File: src/rtl/alu_issue_ctrl.sv
// ALU issue controller: decodes MIPS R-type/LUI words, drives an external
// combinational ALU, and writes results back to a 32x32 register file.
module alu_issue_ctrl (
  input  logic        clk,
  input  logic        rst_n,
  input  logic        in_valid,
  output logic        in_ready,
  input  logic [31:0] in_instr,
  input  logic        cfg_we,
  input  logic [4:0]  cfg_addr,
  input  logic [31:0] cfg_wdata,
  input  logic [4:0]  dbg_addr,
  output logic [31:0] dbg_data,
  output logic [31:0] alu_a,
  output logic [31:0] alu_b,
  output logic [5:0]  alu_aluc,
  input  logic [31:0] alu_r,
  input  logic        alu_zero,
  input  logic        alu_carry,
  input  logic        alu_negative,
  input  logic        alu_overflow,
  output logic        done,
  output logic        err_illegal,
  output logic        exc_ovf,
  output logic        flag_zero,
  output logic        flag_carry,
  output logic        flag_negative,
  output logic        flag_overflow
);

  typedef enum logic [1:0] {
    IDLE,
    DECODE,
    EXEC,
    WB
  } state_t;

  localparam logic [5:0] OP_R   = 6'b000000;
  localparam logic [5:0] OP_LUI = 6'b001111;
  localparam logic [5:0] F_ADD  = 6'b100000;
  localparam logic [5:0] F_SUB  = 6'b100010;

  state_t      state;
  logic [31:0] rf [32];
  logic [31:0] instr;
  logic [31:0] result;
  logic [4:0]  dest;

  logic [5:0]  opcode;
  logic [4:0]  rs;
  logic [4:0]  rt;
  logic [4:0]  rd;
  logic [4:0]  shamt;
  logic [5:0]  funct;
  logic [15:0] imm;

  assign opcode = instr[31:26];
  assign rs     = instr[25:21];
  assign rt     = instr[20:16];
  assign rd     = instr[15:11];
  assign shamt  = instr[10:6];
  assign funct  = instr[5:0];
  assign imm    = instr[15:0];

  logic        funct_ok;
  logic        is_shamt;
  logic        is_r;
  logic        is_lui;
  logic        legal;
  logic [31:0] a_n;
  logic [31:0] b_n;
  logic [5:0]  aluc_n;
  logic [4:0]  dest_n;

  always_comb begin
    funct_ok = 1'b0;
    case (funct)
      6'b100000, 6'b100001, 6'b100010, 6'b100011,
      6'b100100, 6'b100101, 6'b100110, 6'b100111,
      6'b101010, 6'b101011, 6'b000000, 6'b000010,
      6'b000011, 6'b000100, 6'b000110, 6'b000111:
        funct_ok = 1'b1;
      default: funct_ok = 1'b0;
    endcase
    is_shamt = (funct == 6'b000000) || (funct == 6'b000010)
            || (funct == 6'b000011);
    is_r   = (opcode == OP_R) && funct_ok;
    is_lui = (opcode == OP_LUI);
    legal  = is_r || is_lui;
    a_n    = '0;
    b_n    = '0;
    aluc_n = '0;
    dest_n = '0;
    unique case (1'b1)
      is_r: begin
        aluc_n = funct;
        dest_n = rd;
        a_n    = is_shamt ? {27'b0, shamt} : rf[rs];
        b_n    = rf[rt];
      end
      is_lui: begin
        aluc_n = OP_LUI;
        dest_n = rt;
        a_n    = {16'b0, imm};
      end
      default: ;
    endcase
  end

  assign in_ready = (state == IDLE);
  assign dbg_data = (dbg_addr == 5'd0) ? 32'd0 : rf[dbg_addr];

  always_ff @(posedge clk or negedge rst_n) begin
    if (!rst_n) begin
      state         <= IDLE;
      instr         <= '0;
      result        <= '0;
      dest          <= '0;
      alu_a         <= '0;
      alu_b         <= '0;
      alu_aluc      <= '0;
      done          <= 1'b0;
      err_illegal   <= 1'b0;
      exc_ovf       <= 1'b0;
      flag_zero     <= 1'b0;
      flag_carry    <= 1'b0;
      flag_negative <= 1'b0;
      flag_overflow <= 1'b0;
      for (int i = 0; i < 32; i++) rf[i] <= '0;
    end else begin
      done        <= 1'b0;
      err_illegal <= 1'b0;
      exc_ovf     <= 1'b0;
      case (state)
        IDLE: begin
          if (in_valid) begin
            instr <= in_instr;
            state <= DECODE;
          end else if (cfg_we && cfg_addr != 5'd0) begin
            rf[cfg_addr] <= cfg_wdata;
          end
        end
        DECODE: begin
          if (legal) begin
            alu_a    <= a_n;
            alu_b    <= b_n;
            alu_aluc <= aluc_n;
            dest     <= dest_n;
            state    <= EXEC;
          end else begin
            err_illegal <= 1'b1;
            state       <= IDLE;
          end
        end
        EXEC: begin
          result        <= alu_r;
          flag_zero     <= alu_zero;
          flag_carry    <= alu_carry;
          flag_negative <= alu_negative;
          flag_overflow <= alu_overflow;
          state         <= WB;
        end
        WB: begin
          done  <= 1'b1;
          state <= IDLE;
          // Only signed ADD/SUB trap; unsigned forms wrap silently
          if ((alu_aluc == F_ADD || alu_aluc == F_SUB) && flag_overflow)
            exc_ovf <= 1'b1;
          else if (dest != 5'd0)
            rf[dest] <= result;
        end
        default: state <= IDLE;
      endcase
    end
  end

endmodule

File: config.mk
export PLATFORM = sky130hd
export DESIGN_NAME = alu_issue_ctrl
export DESIGN_NICKNAME = d
export VERILOG_FILES = /design/src/rtl/alu_issue_ctrl.sv
export SDC_FILE = /design/constraint.sdc
export NUM_CORES = 2
export LEC_CHECK = 0
export CAP_MARGIN = 20
export CORE_MARGIN = 1.5
export CORE_UTILIZATION = 35
export CTS_BUF_LIST = sky130_fd_sc_hd__clkbuf_2
export CTS_CLUSTER_SIZE = 16
export DETAILED_ROUTE_END_ITERATION = 10
export MAX_ROUTING_LAYER = met4
export SETUP_SLACK_MARGIN = 0.15
export SLEW_MARGIN = 40
export SYNTH_ARGS = -nofsm -noshare
export SYNTH_HDL_FRONTEND = slang
export SYNTH_SLANG_ARGS = --single-unit
File: constraint.sdc
create_clock -name clk -period 4.2 [get_ports clk]
set_clock_uncertainty 0.2 [all_clocks]
set_input_delay 0.84 -clock clk [delete_from_list [all_inputs] [get_ports clk]]
set_output_delay 0.84 -clock clk [all_outputs]
set_load 0.02 [all_outputs]
# Yosys cells after proc, flatten, opt, wreduce, memory -nomap -nowiden
# Memory sizes are Yosys's and may differ from the RTL's.
# Cells that the tools add are included.
[totals] out_inout_bits=110 regBits=1172 input_bits=114 n_memories=1 romBits=64
[op_classes] bitwise=5 eq_ne=13 mux=34 order_cmp=7 reduce_logical=19
[memory_table] name="(no name shown)" depth=64 width=1 rd=1 rd_ports_with_merged_regs=0 wr=0 line_no="77" source="case (funct)"
[ops] op="2-to-1 mux 1024 bit" n=4
[ops] op="bitwise mux 1024 bit" n=2
[ops] op="case mux 1024 bit (2 select lines)" n=1
[ops] op="binary-select mux 32 bit (select 5 bit)" n=3
[ops] op="2-to-1 mux 32 bit" n=11
[ops] op="demux 32 bit (select 5 bit)" n=2
[ops] op="case mux 32 bit (2 select lines)" n=1
[ops] op="greater-or-equal comparator 6 bit (second input constant)" n=5
[ops] op="NOT 5 -> 6 bit" n=5
[ops] op="equality test 6 x 2 -> 1 bit (second input constant)" n=2
[ops] op="equality test 6 bit (second input constant)" n=2
[ops] op="logical NOT 6 bit" n=2
[ops] op="less-than comparator 6 x 1 -> 1 bit (second input constant)" n=2
[ops] op="case mux 6 bit (2 select lines)" n=1
[ops] op="case mux 5 bit (2 select lines)" n=1
[ops] op="nonzero test 5 bit" n=2
[ops] op="!= test 2 bit (second input constant)" n=4
[ops] op="case mux 2 bit (4 select lines)" n=1
[ops] op="equality test 6 x 4 -> 1 bit (second input constant)" n=1
[ops] op="logical AND 1 bit" n=5
[ops] op="logical NOT 5 bit" n=1
[ops] op="2-to-1 mux 1 bit" n=5
[ops] op="AND reduction 5 bit" n=1
[ops] op="equality test 2 bit (second input constant)" n=2
[ops] op="other kinds (7)" n=12

# Depth between registers and ports, before layout
[depth] word_depth=9 ltp_mapped=10 mapped_depth_nobuf=6

# Worst setup path before layout
# No wires, ideal clock.
[synth_timing] path_type="input to output" from="input dbg_addr[0]" to="output dbg_data[10]" arrival_time_ns=2.798 path_buffers=3 t_required_ns=3.160 slack_ns=0.362 cell_stages=7 path_cell_list="clkbuf_1 -> buf_2 -> buf_2 -> mux4_2 -> mux4_2 -> mux2i_1 -> nor2_1"
[synth_between] elab_chain_len=5
[synth_lines] item="from (decl)" line_no="12" source="input logic [4:0] dbg_addr,"
[synth_lines] item="NOT 5 -> 6 bit (not written as such)" line_no="111" source="assign dbg_data = (dbg_addr == 5'd0) ? 32'd0 : rf[dbg_addr];"
[synth_lines] item="binary-select mux 32 bit (select 5 bit)" line_no="111"
[synth_lines] item="2-to-1 mux 32 bit (not written as such) (2 in a row)" line_no="111"
[synth_lines] item="2-to-1 mux 32 bit *" line_no="111"
[synth_lines] item="to (decl)" line_no="13" source="output logic [31:0] dbg_data,"
# Every way passes the cells marked *; elsewhere a longest branch is shown, timed or not. The select of a mux whose other input is x is not followed.

# Worst setup path in the final report
[layout_timing] from="register rf[540] (netlist bit)" to="output dbg_data[28]"
[layout_between] elab_chain_len=4
[layout_lines] item="from (decl)" line_no="44" source="logic [31:0] rf [32];"
[layout_lines] item="from (signal, indexed assignment)" line_no="140" source="rf[cfg_addr] <= cfg_wdata;"
[layout_lines] item="from (signal, indexed assignment)" line_no="170" source="rf[dest] <= result;"
[layout_lines] item="binary-select mux 32 bit (select 5 bit)" line_no="111"
[layout_lines] item="2-to-1 mux 32 bit (not written as such) (2 in a row)" line_no="111"
[layout_lines] item="2-to-1 mux 32 bit" line_no="111"
# No other way between the ends. The select of a mux whose other input is x is not followed.

==> reports/qor.csv <==
metric,value,unit
CTS Buffer Depth,4,
fraction of layout cells with a size suffix above 1,37.6,%
P_sw,10.9,mW
Initial Util,35.2,%
Logic pwr share,25.3,%
actual transition at the worst max-transition pin,1330,ps
fillers,20100,
footprint of the multi-input gates,0.0441,sq mm
clock-pin slew on the worst setup and hold paths,120,ps
largest net degree at the start of global routing,109,
Total Wirelength,371000,microns
DRC Markers,0,
Vias/cell,7.22,
global route hottest layer,met2,
syn nets,5811,
HP Class,primary input to flip-flop,
top_reg_cell synth,dfrtp_1,
"flops & latches, synth",1172,
total track usage,33.9,%
cell-internal power,17.6,mW
Post-layout nets,6254,
Max Cap Violations,0,
Ys Warns,0,
die height,470,microns
async set-reset flop share out of synthesis,100,%
top cell type by total area after synthesis,dfrtp_1,
Final setup viols,32,
clock network power share,30.7,%
Sw Ratio,38.3,%
PD cells,319,mW/mm^2
CP arrival,3990,ps
RSZ-0062 raised after global routing,yes,
Vias,66900,
initial antenna violation count,27,
Final Hold Viols,0,
Num Clock Sinks,1172,
sum of negative setup slack,-22060,ps
Final min period,5030,ps
Post-synth EDFFs,0,
Detail Route Antenna Nets,0,
TritonRoute pass-1 iters,9,
status,"finished, violations left",
"most common cell after layout, fill and taps aside",dfrtp_1,
Worst Path Max Fanout,4,
CTS tree,done,
first-pass GRT wire length,516000,microns
GRT met3 Usage,16.9,%
Slew Limit Fails,0,
synth top area cells,"dfrtp_1 38%, mux4_2 27%, mux2_1 12%, o22ai_1 8.1%, mux2_2 3.8%",
hold slack,86.7,ps
Rel. slew slack,11.6,%
"Seq/Total Area, Yosys",38.5,%
core area,0.217,sq mm
Critical Path RT,3160,ps
maximum VDD drop,0.000342,V
failing checks,negative setup slack,
"Clk Latency, worst-skew pair",1920,ps
vias in the first global route,66100,
cts bufs inserted,333,
wire per inst,40.0,microns
CP Launch Type,flip-flop,
Flop pwr share,44.1,%
Fmax achieved,199,MHz
met2 Use GR,44.7,%
boundary pin count,224,
area grow syn2layout,17.1,%
"Distinct cells, synth",52,
die width,470,microns
setup slack after layout,-830,ps
post-detail-place hpwl,211000,microns
share of the synthesized area in the top cell type,38.5,%
register area,0.0294,sq mm
starting DRC count in detailed routing,11000,
Root Buffer,clkbuf_2,
crit end category,output port,
post-route insts no fill,9267,
CTS H-tree lvls,5,
Syn Area/Cell,13.4,sq um
leakage,38.4,nW
crit path kind,flip-flop to output port,
post-synthesis cell count,5697,
Die ar.,0.221,sq mm
Placed Cells,8368,
GRT overflow,0,
Port Buf Inserts,223,
Tcrit/Tclk final,120,%
most frequent cells in the layout,"1152 x dfrtp_1, 988 x o22ai_1, 904 x mux4_2",
GPL Wtd Cong,0.933,
Synth Cell Area,0.0762,sq mm
met1 usage,39.2,%
Cell Rows,171,
-- layer usage --
metal	wire [microns]	vias to the layer above
li1	-	24300
met1	125000	34200
met2	152000	6553
met3	62400	1895
met4	31000	0
met5	0	-
-- path summary, 6_finish.rpt --
kind	from	end	slack [ps]	depth (start not counted)
min in group asynchronous	rst_n	rf[858]	350	5
max in group asynchronous	rst_n	rf[329]	2090	6
min	cfg_wdata[27]	rf[891]	90	4
max	rf[540]	dbg_data[28]	-830	6
max reg2reg	dest[3]	rf[35]	440	8
min reg2reg	rf[1001]	rf[1001]	230	0
-- cells by family after synthesis --
family / synth area share, %
compound gates: 10.6
simple gates: 2.58
flops: 38.5
buf+inv: 4.53
mux: 43.8
-- state kept, by name (all words and copies together), names as in the netlist, named ones only --
signal	cells
err_illegal	1
done	1
flag_overflow	1
alu_a	32
state	1
flag_zero	1
instr	32
flag_carry	1
result	32
rf	1024
alu_b	32
flag_negative	1
dest	5
alu_aluc	6
exc_ovf	1
-- repair_timing --
| action | CTS | global route |
|---|---|---|
| hold endpoints to repair | 1965 | 0 |
| setup buffers | 83 | 18 |
| pin swaps | 3 | 3 |
| hold buffers | 187 | 0 |
| setup endpoints to repair | 57 | 41 |
| resized for setup | 255 | 20 |
-- through the flow --
step                      area [sq um]  util, %  power [mW]  setup slack, ps
after floorplan                  76200        -        16.1              362
after global placement           83200     38.4        19.4             -746
after detailed placement         83400     38.5        19.5             -751
after CTS                        88900     41.0        28.2             -863
after global routing             89300     41.2        29.2             -899
final                            89300     41.2        28.5             -830
-- cell usage after synthesis, drive strengths merged (3+ instances only) --
cell and n:
a2111oi 32, a211o 18, a211oi 33, a21oi 25, a22oi 46, a31oi 11, and2 27, and3 4
and3b 3, buf 238, clkbuf 583, dfrtp 1172, inv 3, mux2 1061, mux2i 110, mux4 904
nand2 147, nand2b 6, nand3 37, nand3b 4, nand4 4, nor2 57, nor2b 18, nor3 38
nor3b 6, o211ai 6, o21ai 39, o22ai 988, o2bb2ai 37, or2 9, or3 8, or3b 4
-- critical path, cell delays in order, from the launching register on --
cell     delay, ps
dfrtp_1        420
mux4_2         490
mux4_2         520
mux2i_4        290
buf_6          150
nor2_4          30
buf_6          130
-- power by group through the flow --
stage | logic [mW] | registers, mW | clock network (mW)
2_1_floorplan | 3.86 | 12.3 | 0
3_5_place_dp | 6.77 | 12.7 | 0
4_1_cts | 6.93 | 12.5 | 8.70
5_1_grt | 7.30 | 12.6 | 9.35
6_report | 7.21 | 12.6 | 8.74
3_3_place_gp | 6.67 | 12.7 | 0
-- layout make-up --
type	count	share of cell area, %
Clock buffer	469	2.63
Timing Repair Buffer	929	10.4
Multi-Input combinational cell	3700	49.4
Inverter	4	0.0224
Tap cell	2854	4.00
Sequential cell	1172	32.9
Antenna cell	49	0.137
Clock inverter	90	0.517
Power figures use the tool's default switching activity.
